--- src/rtl/ma_access_ctrl.sv ---
// ma_access_ctrl
//   Memory-access sequencer between the MA pipeline stage and the word-wide
//   data memory port. One load/store request becomes one or two word-aligned
//   bus transactions; an access that crosses a word boundary needs two. The
//   returned words are held in ld_word_lo/ld_word_hi so the load-data formatter
//   can merge them.
//
// Ports
//   clk, rst_n          system clock (rising edge), async active-low reset
//   req_valid           MA stage has a memory op, held until done
//   req_we              1 = store, 0 = load
//   req_addr[31:0]      byte address
//   req_len[1:0]        `MA_LEN_1B / `MA_LEN_2B / `MA_LEN_4B (code 3 acts as 4B)
//   req_wdata[31:0]     store data, right-justified
//   mem_req/addr/we/be/wdata   bus request, word address, write, lanes, data
//   mem_gnt             request accepted this cycle
//   mem_rvalid/rdata    read data return (loads only)
//   ma_stall            pipeline hold, req_valid & ~done
//   ma_second           second word of a split load is being returned
//   done                one-cycle completion pulse
//   ld_word_lo/hi       first / second returned word (hi = 0 if not split)
//   misalign_exc        misalignment exception
//
// Build option
//   MA_MISALIGN_TRAP_EN  a word-crossing request raises misalign_exc with done
//                        and issues no bus traffic. Undefined: misalign_exc = 0.
//
// state | meaning
// IDLE  | waiting for req_valid; request latched on acceptance
// REQ1  | first word request on the bus, held until mem_gnt
// WAIT1 | load: waiting for the first word
// REQ2  | second word request (word address + 1), held until mem_gnt
// WAIT2 | load: waiting for the second word
// RESP  | done pulse, back to IDLE

`ifndef MA_LEN_1B
`define MA_LEN_1B 2'd0
`endif
`ifndef MA_LEN_2B
`define MA_LEN_2B 2'd1
`endif
`ifndef MA_LEN_4B
`define MA_LEN_4B 2'd2
`endif

module ma_access_ctrl (
  input  logic        clk,
  input  logic        rst_n,
  input  logic        req_valid,
  input  logic        req_we,
  input  logic [31:0] req_addr,
  input  logic [1:0]  req_len,
  input  logic [31:0] req_wdata,
  output logic        mem_req,
  output logic [31:0] mem_addr,
  output logic        mem_we,
  output logic [3:0]  mem_be,
  output logic [31:0] mem_wdata,
  input  logic        mem_gnt,
  input  logic        mem_rvalid,
  input  logic [31:0] mem_rdata,
  output logic        ma_stall,
  output logic        ma_second,
  output logic        done,
  output logic [31:0] ld_word_lo,
  output logic [31:0] ld_word_hi,
  output logic        misalign_exc
);

  typedef enum logic [2:0] {
    S_IDLE  = 3'd0,
    S_REQ1  = 3'd1,
    S_WAIT1 = 3'd2,
    S_REQ2  = 3'd3,
    S_WAIT2 = 3'd4,
    S_RESP  = 3'd5
  } state_t;

  state_t      state;
  logic [31:0] addr_q;
  logic [31:0] wdata_q;
  logic [1:0]  len_q;
  logic        we_q;
  logic        split_q;

  function automatic logic [2:0] len_bytes(input logic [1:0] len);
    case (len)
      `MA_LEN_1B: return 3'd1;
      `MA_LEN_2B: return 3'd2;
      default:    return 3'd4;
    endcase
  endfunction

  function automatic logic [3:0] len_mask(input logic [1:0] len);
    case (len)
      `MA_LEN_1B: return 4'b0001;
      `MA_LEN_2B: return 4'b0011;
      default:    return 4'b1111;
    endcase
  endfunction

  function automatic logic crosses_word(input logic [1:0] low, input logic [1:0] len);
    return ({1'b0, low} + len_bytes(len)) > 3'd4;
  endfunction

  // Lanes shifted past bit 3 belong to the second word; the 4-bit result
  // drops them here and second_be picks them up.
  function automatic logic [3:0] first_be(input logic [1:0] low, input logic [1:0] len);
    return len_mask(len) << low;
  endfunction

  function automatic logic [3:0] second_be(input logic [1:0] low, input logic [1:0] len);
    return len_mask(len) >> (3'd4 - {1'b0, low});
  endfunction

  function automatic logic [31:0] first_wdata(input logic [1:0] low, input logic [31:0] wd);
    return wd << {low, 3'b000};
  endfunction

  function automatic logic [31:0] second_wdata(input logic [1:0] low, input logic [31:0] wd);
    return wd >> (6'd32 - {1'b0, low, 3'b000});
  endfunction

  logic        req_split;
  logic        trap_now;
  logic [31:0] addr2;
  logic [3:0]  be2;
  logic [31:0] wdata2;

  assign req_split = crosses_word(req_addr[1:0], req_len);

`ifdef MA_MISALIGN_TRAP_EN
  assign trap_now = req_split;
`else
  assign trap_now = 1'b0;
  assign misalign_exc = 1'b0;
`endif

  // Second word address wraps at the top of the 32-bit space.
  assign addr2  = {addr_q[31:2] + 30'd1, 2'b00};
  assign be2    = we_q ? second_be(addr_q[1:0], len_q) : 4'b1111;
  assign wdata2 = we_q ? second_wdata(addr_q[1:0], wdata_q) : 32'd0;

  assign ma_stall = req_valid & ~done;

  always_ff @(posedge clk or negedge rst_n) begin
    if (!rst_n) begin
      state      <= S_IDLE;
      addr_q     <= '0;
      wdata_q    <= '0;
      len_q      <= '0;
      we_q       <= 1'b0;
      split_q    <= 1'b0;
      mem_req    <= 1'b0;
      mem_addr   <= '0;
      mem_we     <= 1'b0;
      mem_be     <= '0;
      mem_wdata  <= '0;
      done       <= 1'b0;
      ma_second  <= 1'b0;
      ld_word_lo <= '0;
      ld_word_hi <= '0;
`ifdef MA_MISALIGN_TRAP_EN
      misalign_exc <= 1'b0;
`endif
    end else begin
      done <= 1'b0;
      case (state)
        S_IDLE: begin
          if (req_valid) begin
            addr_q     <= req_addr;
            wdata_q    <= req_wdata;
            len_q      <= req_len;
            we_q       <= req_we;
            split_q    <= req_split;
            ld_word_hi <= '0;
            if (trap_now) begin
              state <= S_RESP;
              done  <= 1'b1;
`ifdef MA_MISALIGN_TRAP_EN
              misalign_exc <= 1'b1;
`endif
            end else begin
              state     <= S_REQ1;
              mem_req   <= 1'b1;
              mem_addr  <= {req_addr[31:2], 2'b00};
              mem_we    <= req_we;
              mem_be    <= req_we ? first_be(req_addr[1:0], req_len) : 4'b1111;
              mem_wdata <= req_we ? first_wdata(req_addr[1:0], req_wdata) : 32'd0;
            end
          end
        end

        S_REQ1: begin
          if (mem_gnt) begin
            if (!we_q) begin
              state   <= S_WAIT1;
              mem_req <= 1'b0;
              mem_be  <= '0;
            end else if (split_q) begin
              state     <= S_REQ2;
              mem_req   <= 1'b1;
              mem_addr  <= addr2;
              mem_be    <= be2;
              mem_wdata <= wdata2;
            end else begin
              state   <= S_RESP;
              mem_req <= 1'b0;
              mem_we  <= 1'b0;
              mem_be  <= '0;
              done    <= 1'b1;
            end
          end
        end

        S_WAIT1: begin
          if (mem_rvalid) begin
            ld_word_lo <= mem_rdata;
            if (split_q) begin
              state     <= S_REQ2;
              mem_req   <= 1'b1;
              mem_addr  <= addr2;
              mem_we    <= 1'b0;
              mem_be    <= be2;
              mem_wdata <= wdata2;
            end else begin
              state <= S_RESP;
              done  <= 1'b1;
            end
          end
        end

        S_REQ2: begin
          if (mem_gnt) begin
            mem_req <= 1'b0;
            mem_we  <= 1'b0;
            mem_be  <= '0;
            if (we_q) begin
              state <= S_RESP;
              done  <= 1'b1;
            end else begin
              state     <= S_WAIT2;
              ma_second <= 1'b1;
            end
          end
        end

        S_WAIT2: begin
          if (mem_rvalid) begin
            ld_word_hi <= mem_rdata;
            state      <= S_RESP;
            done       <= 1'b1;
          end
        end

        S_RESP: begin
          state     <= S_IDLE;
          ma_second <= 1'b0;
`ifdef MA_MISALIGN_TRAP_EN
          misalign_exc <= 1'b0;
`endif
        end

        default: state <= S_IDLE;
      endcase
    end
  end

endmodule

--- config.mk ---
export PLATFORM = sky130hd
export DESIGN_NAME = ma_access_ctrl
export DESIGN_NICKNAME = d
export VERILOG_FILES = /design/src/rtl/ma_access_ctrl.sv
export SDC_FILE = /design/constraint.sdc
export NUM_CORES = 1
export LEC_CHECK = 0
export ABC_AREA = 1
export BUFFER_PORTS_ARGS = -buffer_cell sky130_fd_sc_hd__buf_2
export CAP_MARGIN = 20
export CORE_ASPECT_RATIO = 0.5
export CORE_MARGIN = 2
export CORE_UTILIZATION = 53
export CTS_CLUSTER_DIAMETER = 120
export DETAILED_ROUTE_END_ITERATION = 10
export PLACE_DENSITY_LB_ADDON = 0.15
export REMOVE_ABC_BUFFERS = 1
export SKIP_LAST_GASP = 1
export SYNTH_ARGS = -nofsm -noshare
export SYNTH_HDL_FRONTEND = slang
export SYNTH_SLANG_ARGS = --single-unit
--- constraint.sdc ---
create_clock -name clk -period 2.5 [get_ports clk]
set_input_delay 0.125 -clock clk [delete_from_list [all_inputs] [get_ports clk]]
set_output_delay 0.125 -clock clk [all_outputs]
set_load 0.02 [all_outputs]
### Yosys cells after proc, flatten, opt, wreduce, memory -nomap -nowiden

Cells that the tools add are included.

| storage, ports and cells | value |
|---|---|
| flip-flop bits (word level) | 207 |
| output and inout bits | 138 |
| word-level logic and storage cells | 124 |

| operators by class | value |
|---|---|
| add/subtract/negate cells | 4 |
| $lt $le $gt $ge | 1 |
| eq/ne operators | 16 |
| shift-type cells | 4 |
| muxes and demuxes | 67 |
| bitwise operators | 2 |
| reduce and logical (&&, ||, !) cells | 15 |

Operators by type and width:

| cell | number |
|---|---|
| two-way mux 32 bit | 14 |
| case mux 32 bit (3 select lines) | 2 |
| case mux 32 bit (2 select lines) | 1 |
| two-way mux 4 bit | 11 |
| left shift 32 x 5 -> 32 bit | 1 |
| >> shifter 32 x 6 -> 32 bit | 1 |
| adder 30 x 1 -> 30 bit, second input constant | 1 |
| two-way mux 1 bit | 23 |
| two-way mux 3 bit | 7 |
| != test 2 bit, second input constant | 9 |
| case mux 4 bit (2 select lines) | 2 |
| case mux 4 bit (4 select lines) | 1 |
| case mux 3 bit (5 select lines) | 1 |
| case mux 1 bit (4 select lines) | 3 |
| AND reduction 5 bit | 2 |
| AND reduction 8 bit | 1 |
| equality test 3 x 2 -> 1 bit, second input constant | 2 |
| equality test 3 bit, second input constant | 2 |
| case mux 3 bit (2 select lines) | 1 |
| AND reduction 3 bit | 2 |
| AND reduction 6 bit | 1 |
| subtractor 6 x 5 -> 6 bit, first input constant | 1 |
| equality test 2 x 1 -> 1 bit, second input constant | 2 |
| zero test 2 bit | 2 |
| 14 further kinds | 16 |

### Logic depth before layout (Yosys ltp)

Gate-level depths: netlist (run 1).

| depth | value |
|---|---|
| depth in word-level cells | 8 |
| gate-level depth with buffers | 14 |

### Worst setup path after synthesis (run 1)

Ideal clock, no wire load.

| timing path | value |
|---|---|
| path type | register to register |
| start point | register addr_q[0] |
| end point | register mem_wdata[23] |
| arrival time | 2.179 ns |
| path slack | 0.205 ns |
| cell stages (with the launch flop) | 12 |
| path buffers | 4 |
| path through | dfrtp_1 -> buf_2 -> clkinv_1 -> clkbuf_1 -> ha_1 -> buf_2 -> clkinv_1 -> nand3_1 -> clkbuf_1 -> o31ai_1 -> nand2_1 -> nand2_1 |

| on the way | value |
|---|---|
| word-level cells in the longest chain between the ends | 7 |
| elaborated cells on any way between the ends | 8 |
| those cells by class | add/sub (1); shift (1); mux (6) |

Ends and longest elaborated chain:

| what | line | source |
|---|---|---|
| start, declared | 80 | `logic [31:0] addr_q;` |
| start signal, assigned | 171 | `addr_q <= req_addr;` |
| subtractor 6 x 5 -> 6 bit * | 121 | `return wd >> (6'd32 - {1'b0, low, 3'b000});` |
| >> shifter 32 x 6 -> 32 bit * | 121 |  |
| two-way mux 32 bit * | 142 | `assign wdata2 = we_q ? second_wdata(addr_q[1:0], wdata_q) : 32'd0;` |
| two-way mux 32 bit * | 200, 219 |  |
| two-way mux 32 bit | 196 | `if (!we_q) begin` |
| two-way mux 32 bit | 195 | `if (mem_gnt) begin` |
| case mux 32 bit (3 select lines) * | 168 | `case (state)` |
| end signal, assigned | 189 | `mem_wdata <= req_we ? first_wdata(req_addr[1:0], req_wdata) : 32'd0;` |
| end signal, assigned | 205 | `mem_wdata <= wdata2;` |
| end signal, assigned | 225 | `mem_wdata <= wdata2;` |
| end, declared | 58 | `output logic [31:0] mem_wdata,` |

Every way passes the cells marked *; elsewhere a longest branch is shown, timed or not. The select of a mux whose other input is x is not followed.
A chain may end at the register's enable or synchronous reset.

### Final worst setup path (run 1)

| timing path | value |
|---|---|
| start point | register state[1] |
| end point | register ld_word_hi[1] |

| on the way | value |
|---|---|
| word-level cells in the longest chain between the ends | 3 |
| elaborated cells on any way between the ends | 7 |
| those cells by class | eq/ne (3); mux (1); reduce/logical (3) |

Ends and longest elaborated chain:

| what | line | source |
|---|---|---|
| start, declared | 79 | `state_t state;` |
| start signal, assigned | 148 | `state <= S_IDLE;` |
| start signal, assigned | 178 | `state <= S_RESP;` |
| start signal, assigned | 184 | `state <= S_REQ1;` |
| equality test 3 bit / zero test 3 bit (equally long branches) | 168 |  |
| != test 2 bit (no source line) / nonzero test 2 bit (equally long branches) | n/a |  |
| AND reduction 3 bit (no source line) | n/a |  |
| end signal, assigned | 250 | `ld_word_hi <= mem_rdata;` |
| end, declared | 66 | `output logic [31:0] ld_word_hi,` |

Several ways; a longest one is shown, not always the timed one.

==> metrics, run 1 <==
outcome=finished clean; number of fill cells=1567; cell-by-cell listing of the critical path=inv_2 -> nand2_2 -> nor2_1 -> nand2_4 -> buf_4 -> o21ai_4 -> buf_12 -> o21ai_0; Lkg Pwr=7.08 nW; netlist area before placement=10700 µm²; timing-limited maximum frequency=476 MHz; CP delay by family, top=buffers and inverters; gate count of the mapped netlist=1423; vias in the first global route=10200; Crit-path slowest cell=sky130_fd_sc_hd__buf_4; standard-cell row count=36; count of pins over their slew limit=0; layout-stage area growth over the synthesis result=28.5%; proportion of power drawn by combinational gates=47.7%; synthesis warning total=0; setup-violating endpoint count in the final report=0; leading cell type by number of instances after synthesis=sky130_fd_sc_hd__nand2_1; maximum number of pins on one net before global-route repair=74; arrival time at the worst endpoint=2.46 ns; CTS tree=yes; Reg clk slew, reported paths=0.07 ns; vias per cell=5.25; RSZ-0062 raised after global routing=false; post-synthesis async set-or-reset flop share=100%; Max-cap violations=0; Util after Layout=70.1%; number of buffer and inverter stages on the critical path=3; synth top area cells=sky130_fd_sc_hd__dfrtp_1 48%, sky130_fd_sc_hd__nand2_1 18%, sky130_fd_sc_hd__o21ai_0 8.5%, sky130_fd_sc_hd__nand3_1 5.1%, sky130_fd_sc_hd__inv_1 4.5%; switching power of the nets=0.00757 W; 1st-iter DRT viols=820; total power=0.0167 W; Detail Placement HPWL=20300 µm; number of flops mapped to enable cells by yosys=0; worst hold path type=in -> reg; Die Outline Area=21400 µm²; Chip Width=205 µm; Final Hold Vio Count=0; Yosys reg bits=205; core footprint=19600 µm²; Fin Hold WS=0.103 ns; routed wirelength normalized by instance count=15.5 µm; IO Pins=242; Yosys top cell by area=sky130_fd_sc_hd__dfrtp_1; switch share=45.2%; startpoint-to-endpoint class of the critical path=reg -> reg; starting density of the core=54.5%; number of nets at the end of the flow=1839; final cell count without fillers=2006; largest fanout on the critical path=64; residual antenna-violating net count after detailed routing=0; H-tree depth=1; Critical Path Source Type=flop; transition time at the pin with the least slew margin=0.800 ns; number of antenna violations at the first check in global routing=0; total wire length=31100 µm; number of diodes added for antenna fixing=0; final critical delay including setup and external delays=2.10 ns; hold buffer count at CTS=100; count of unique library cells instantiated by Yosys=38; placed cells=1875; portion of the post-synthesis area used by sequential elements=47.9%; overall global routing resource usage=29.3%; worst slack at placement=0.533 ns; post-route worst setup slack=0.398 ns; number of search-and-repair iterations in the first detailed-routing pass=5; post-route DRC violation count=0; IR drop worst, VDD=0.000649 V; Power per Cell Area=1220 nW/µm²; worst-case headroom to the max-slew limit=46.5%; sequential share of power=34.5%; leading cell types by count after synthesis=525 x sky130_fd_sc_hd__nand2_1, 205 x sky130_fd_sc_hd__dfrtp_1, 182 x sky130_fd_sc_hd__o21ai_0; Num CTS Buffers=19; flip-flop cell with the highest count after synthesis=sky130_fd_sc_hd__dfrtp_1; final clock skew=0.0144 ns; Post-Synthesis Mean Instance Area=7.52 µm²; data required time at the worst endpoint=2.86 ns; Post-CTS Setup Repair Bufs=0; sort of element at the end of the critical path=flop; final period utilization=84.1%; cells resized by post-CTS repair=0; share of post-route cells with drive strength above 1=20.0%; count of input and output buffers=238; clock power share=17.8%; clock latency at the later pin of the worst-skew pair=0.49 ns; reg2reg setup slack=0.40 ns; Chip Height=105 µm; final weighted congestion in routability-driven placement=0.895; maximum number of buffers from clock root to sink=3; Root Buffer=sky130_fd_sc_hd__clkbuf_16; GRT overflow=0; Yosys top cell area share=47.9%; via count of the routed design=10500; peak per-stage delay on the critical path=0.47 ns; internal power contribution=0.00916 W; global-route wire length before repair=51100 µm; Clock Sink Count=205
sequential cells by signal, indices dropped and copies added, names as in the netlist:
name	flops
addr_q	32
mem_req	1
mem_we	1
state	3
mem_be	4
len_q	2
ld_word_hi	32
ma_second	1
we_q	1
mem_wdata	32
mem_addr	30
ld_word_lo	32
done	1
split_q	1
wdata_q	32
power by group through the flow:
stage               clock (W)  combinational (W)  sequential, W
global placement            0            0.00768        0.00573
finish                0.00299            0.00797        0.00577
detailed placement          0            0.00781        0.00578
global route          0.00317            0.00889        0.00593
CTS                   0.00304            0.00796        0.00574
floorplan                   0            0.00396        0.00670
placed cells by master (no fill, tap or decap), types with 3 or more instances in the layout:
cell	netlist	layout
sky130_fd_sc_hd__inv_1	127	127
sky130_fd_sc_hd__clkbuf_1	39	5
sky130_fd_sc_hd__o21ai_1	4	4
sky130_fd_sc_hd__inv_2	6	6
sky130_fd_sc_hd__o31ai_1	16	16
sky130_fd_sc_hd__nor2_2	3	3
sky130_fd_sc_hd__dlygate4sd3_1	0	100
sky130_fd_sc_hd__clkbuf_8	0	5
sky130_fd_sc_hd__xor2_1	3	3
sky130_fd_sc_hd__nand2_2	8	7
sky130_fd_sc_hd__clkbuf_16	0	19
sky130_fd_sc_hd__nand3b_1	10	10
sky130_fd_sc_hd__mux2_2	32	32
sky130_fd_sc_hd__o211ai_1	7	7
sky130_fd_sc_hd__buf_4	3	16
sky130_fd_sc_hd__clkinv_1	3	3
sky130_fd_sc_hd__conb_1	1	3
sky130_fd_sc_hd__nor2_1	73	73
sky130_fd_sc_hd__a21oi_2	7	7
sky130_fd_sc_hd__nand3_1	109	109
sky130_fd_sc_hd__nand2_1	525	525
sky130_fd_sc_hd__o21ai_0	182	182
sky130_fd_sc_hd__buf_2	30	237
sky130_fd_sc_hd__dfrtp_1	205	205
sky130_fd_sc_hd__buf_12	0	6
sky130_fd_sc_hd__a21oi_1	6	6
sky130_fd_sc_hd__ha_1	4	4
area by class of cell:
type	instances	area [µm²]	area share, %
multi-input cells	1008	4730	34.4
flip-flops and latches	205	5130	37.3
repair buffers	360	2440	17.7
clock inverters	3	68.8	0.500
well taps	266	333	2.42
clock buffers	28	549	3.99
inverters	136	510	3.71
metrics by stage:
step	area, µm²	TNS, ns
after floorplan	10400	-47.91
after global placement	12100	0
after detailed placement	12100	0
after CTS	13800	0
after global routing	13800	0
final	13800	0
metal layers:
metal,vias up,wire length (µm),global-route usage (%)
li1,5140,-,-
met1,4935,13700,40.8
met2,399,14600,48.5
met3,56,2160,4.32
met4,0,639,6.68
met5,-,0,0
cell families (layout without fill, tap and decap cells):
kind of cell	count (synthesis)	in the layout	share of synthesized area (%)
other cells	1	3	0.0350
simple gates	734	734	27.9
buf+inv	212	527	8.03
xor+xnor	3	3	0.245
compound gates	231	231	11.9
fa+ha+maj	5	5	0.654
flops	205	205	47.9
mux	32	32	3.37
worst register-to-register path, delay by kind of cell (launching register included):
kind | cells | cell delay (ns)
compound gates | 2 | 0.47
flops | 1 | 0.43
buf+inv | 3 | 0.79
simple gates | 3 | 0.30
path summary, 6_finish.rpt:
kind	endpoint	cells after the start	startpoint
min in group asynchronous	mem_wdata[10]$_DFFE_PN0P_	2	rst_n
worst max register to register	ld_word_hi[1]$_DFFE_PN0P_	8	state[1]$_DFFE_PN0P_
worst min-delay path	addr_q[0]$_DFFE_PN0P_	3	req_addr[0]
max in group asynchronous	ld_word_hi[4]$_DFFE_PN0P_	3	rst_n
worst min register to register	mem_req$_DFFE_PN0P_	2	mem_req$_DFFE_PN0P_
worst max-delay path	ld_word_hi[1]$_DFFE_PN0P_	8	state[1]$_DFFE_PN0P_
(Power assumes the default switching activity.)
==> run 2: changes to the inputs <==
--- a/config.mk
+++ b/config.mk
@@ -10,7 +10,7 @@
 export CAP_MARGIN = 20
 export CORE_ASPECT_RATIO = 0.5
 export CORE_MARGIN = 2
-export CORE_UTILIZATION = 53
+export CORE_UTILIZATION = 50
 export CTS_CLUSTER_DIAMETER = 120
 export DETAILED_ROUTE_END_ITERATION = 10
 export PLACE_DENSITY_LB_ADDON = 0.15
==> constraint.sdc (replaced) <==
create_clock -name clk -period 1.8 [get_ports clk]
set_input_delay 0.09 -clock clk [delete_from_list [all_inputs] [get_ports clk]]
set_output_delay 0.09 -clock clk [all_outputs]
set_load 0.02 [all_outputs]
==> run 2 against run 1 <==
  * Sequential share of layout area decreased by 1.1 points
  * Clock skew fell by 0.0063 ns
  * Sequential power grew 39%
  * Core utilization is 1.9 points lower
  * Die area grew 5.8%
  * Total power rose by 44%
  * Largest power group unchanged
  * Clock power increased by 44%
  * Register-to-register slack lost 0.28 ns
  * Sequential cell count did not move
  * Fmax up 25%
  * Combinational power grew 48%
==> metrics, run 2 (synthesis results as in run 1) <==
transition time at the pin with the least slew margin=0.525 ns (-0.275 ns); most common cell after layout, fill and taps aside=sky130_fd_sc_hd__nand2_1; worst hold path type=in -> reg; via count of the routed design=10600 (+0.97%); H-tree depth=1 (unchanged); arrival time at the worst endpoint=2.07 ns (-0.39 ns); vias per cell=5.21 (-0.76%); setup-violating endpoint count in the final report=0 (unchanged); worst r2r path cells=11 (+3); standard-cell row count=37 (+2.8%); largest fanout on the critical path=27 (-58%); Setup TNS Final=0 ns (unchanged); layout-stage area growth over the synthesis result=32.4%; count of pins over their slew limit=0 (unchanged); number of antenna violations at the first check in global routing=0 (unchanged); most frequent cells in the layout=525 x sky130_fd_sc_hd__nand2_1, 237 x sky130_fd_sc_hd__buf_2, 204 x sky130_fd_sc_hd__dfrtp_1, 181 x sky130_fd_sc_hd__o21ai_0, 127 x sky130_fd_sc_hd__inv_1; Reg clk slew, reported paths=0.07 ns (about the same); Lkg Pwr=7.28 nW (+2.8%); CTS tree=yes; peak per-stage delay on the critical path=0.47 ns (about the same); overall global routing resource usage=28.2% (-1.0 points); final critical delay including setup and external delays=1.69 ns (-0.416 ns); final period utilization=93.7% (+9.6 points); Die Outline Area=22700 µm² (+5.8%); Critical Path Source Type=flop; Top cell by count, worst path=sky130_fd_sc_hd__nand2_1; sort of element at the end of the critical path=flop; critical path startpoint=state[2]$_DFFE_PN0P_; 1st-iter DRT viols=815 (-0.61%); Final Hold Vio Count=0 (unchanged); IR drop worst, VDD=0.000903 V (+39%); Crit-path slowest cell=sky130_fd_sc_hd__dfrtp_2; startpoint-to-endpoint class of the critical path=reg -> reg; Power per Cell Area=1700 nW/µm² (+40%); Clock Sink Count=205 (unchanged); Chip Height=107 µm (+2.8%); Root Buffer=sky130_fd_sc_hd__clkbuf_16; global-route wire length before repair=51700 µm (+1.2%); residual antenna-violating net count after detailed routing=0 (unchanged); maximum number of buffers from clock root to sink=3 (unchanged); Max-cap violations=0 (unchanged); maximum number of pins on one net before global-route repair=82 (+11%); count of input and output buffers=238 (unchanged); Post-CTS Setup Repair Bufs=0 (unchanged); total wire length=31600 µm (+1.4%); Worst Hold Path Cells=4 (+1); Num CTS Buffers=20 (+1); starting density of the core=51.5% (-3.0 points); data required time at the worst endpoint=2.19 ns (-0.67 ns); clock latency at the later pin of the worst-skew pair=0.51 ns (+0.02 ns); total power=0.0241 W (+44%); number of diodes added for antenna fixing=0 (unchanged); worst-case headroom to the max-slew limit=65.0% (+18 points); final clock skew=0.00802 ns (-0.00635 ns); core footprint=20800 µm² (+5.8%); outcome=finished clean; number of nets at the end of the flow=1864 (+1.4%); cell-by-cell listing of the critical path=inv_2 -> nand2_1 -> nor2_1 -> nand2_1 -> nand2_2 -> nor2_2 -> nand2_4 -> inv_2 -> buf_12 -> o211ai_1 -> nand2_1; IO Pins=242 (unchanged); Chip Width=211 µm (+2.9%); RSZ-0062 raised after global routing=false; post-route DRC violation count=0 (unchanged); source of the worst register-to-register timing path=state[2]$_DFFE_PN0P_; timing-limited maximum frequency=593 MHz (+25%); routed wirelength normalized by instance count=15.5 µm (-0.37%); share of post-route cells with drive strength above 1=21.9% (+1.9 points); number of search-and-repair iterations in the first detailed-routing pass=5 (unchanged); final weighted congestion in routability-driven placement=0.940 (+5.0%); Detail Placement HPWL=21400 µm (+5.3%); GRT overflow=0 (unchanged); hold path start=req_valid; vias in the first global route=10300 (+1.3%)
-- run 2: changes by cell type in the layout (fill, tap and decap cells not counted), moves of 2 or more --
| cell | change |
|---|---|
| sky130_fd_sc_hd__buf_4 | +12 |
| sky130_fd_sc_hd__buf_12 | +9 |
| sky130_fd_sc_hd__o31ai_1 | -8 |
| sky130_fd_sc_hd__o31ai_2 | +8 |
| sky130_fd_sc_hd__buf_6 | +2 |
| sky130_fd_sc_hd__clkbuf_16 | +2 |
| sky130_fd_sc_hd__nor2_1 | -2 |
| sky130_fd_sc_hd__nor2_2 | +2 |
-- run 2: final timing paths --
kind | to | slack, ns
setup / recovery | mem_addr[3]$_DFFE_PN0P_ | 0.11
max in group asynchronous | addr_q[2]$_DFFE_PN0P_ | 1.02
hold / removal | ld_word_hi[24]$_DFFE_PN0P_ | 0.06
setup reg to reg | mem_addr[3]$_DFFE_PN0P_ | 0.11
hold reg to reg | mem_addr[22]$_DFFE_PN0P_ | 0.48
min in group asynchronous | ld_word_hi[23]$_DFFE_PN0P_ | 0.11
-- run 2: power breakdown --
group | internal [W] | switching, W | leakage [nW] | total, W
registers | 0.00659 | 0.00141 | 2.62 | 0.00801
logic | 0.00418 | 0.00757 | 4.34 | 0.0118
clock network | 0.00249 | 0.00181 | 0.323 | 0.00430
total | 0.0133 | 0.0108 | 7.28 | 0.0241
-- run 2: area by class of cell --
cell class / count / area [µm²]
clock buffer: 31 / 613
multi-input combinational: 1008 / 4780
fill: 1691 / 6610
timing repair buffer: 384 / 2740
sequential: 205 / 5130
inverter: 136 / 510
clock inverter: 4 / 51.3
tap: 273 / 342
-- run 2: timing repair --
| action | 4_1_cts | 5_1_grt |
|---|---|---|
| hold buffers | 101 | 0 |
| endpoints found under the setup margin | 2 | 63 |
| endpoints found under the hold margin | 354 | 0 |
| gates resized for setup | 1 | 16 |
-- run 2: layer usage --
metal	GRT usage [%]	part of all wire, %	wire [µm]
met1	37.4	44	14000
met3	4.81	6.0	1900
met4	7.14	2.0	619
met5	0	0	0
met2	48.6	48	15000
-- run 2: metrics by stage --
stage / cell area [µm²] / std cells / util (%) / setup slack, ns / hold WS, ns
detailed placement: 12400 / 1905 / 59.8 / 0.0270 / 0.111
finish: 14200 / 2041 / 68.2 / 0.114 / 0.0551
floorplan: 10400 / 1349 / - / -1.56 / -0.206
CTS: 14100 / 2041 / 67.9 / 0.0126 / 0.0408
global route: 14200 / 2041 / 68.2 / 0.00383 / 0.0618
global placement: 12400 / 1905 / 59.8 / 0.122 / 0.0951
-- run 2: worst max-delay path, delay by kind of cell (launching register included) --
| kind | cells | cell delay (ns) |
|---|---|---|
| DFF | 1 | 0.47 |
| AOI/OAI and AO/OA | 1 | 0.09 |
| and+or+nand+nor | 7 | 0.63 |
| buffers and inverters | 3 | 0.37 |
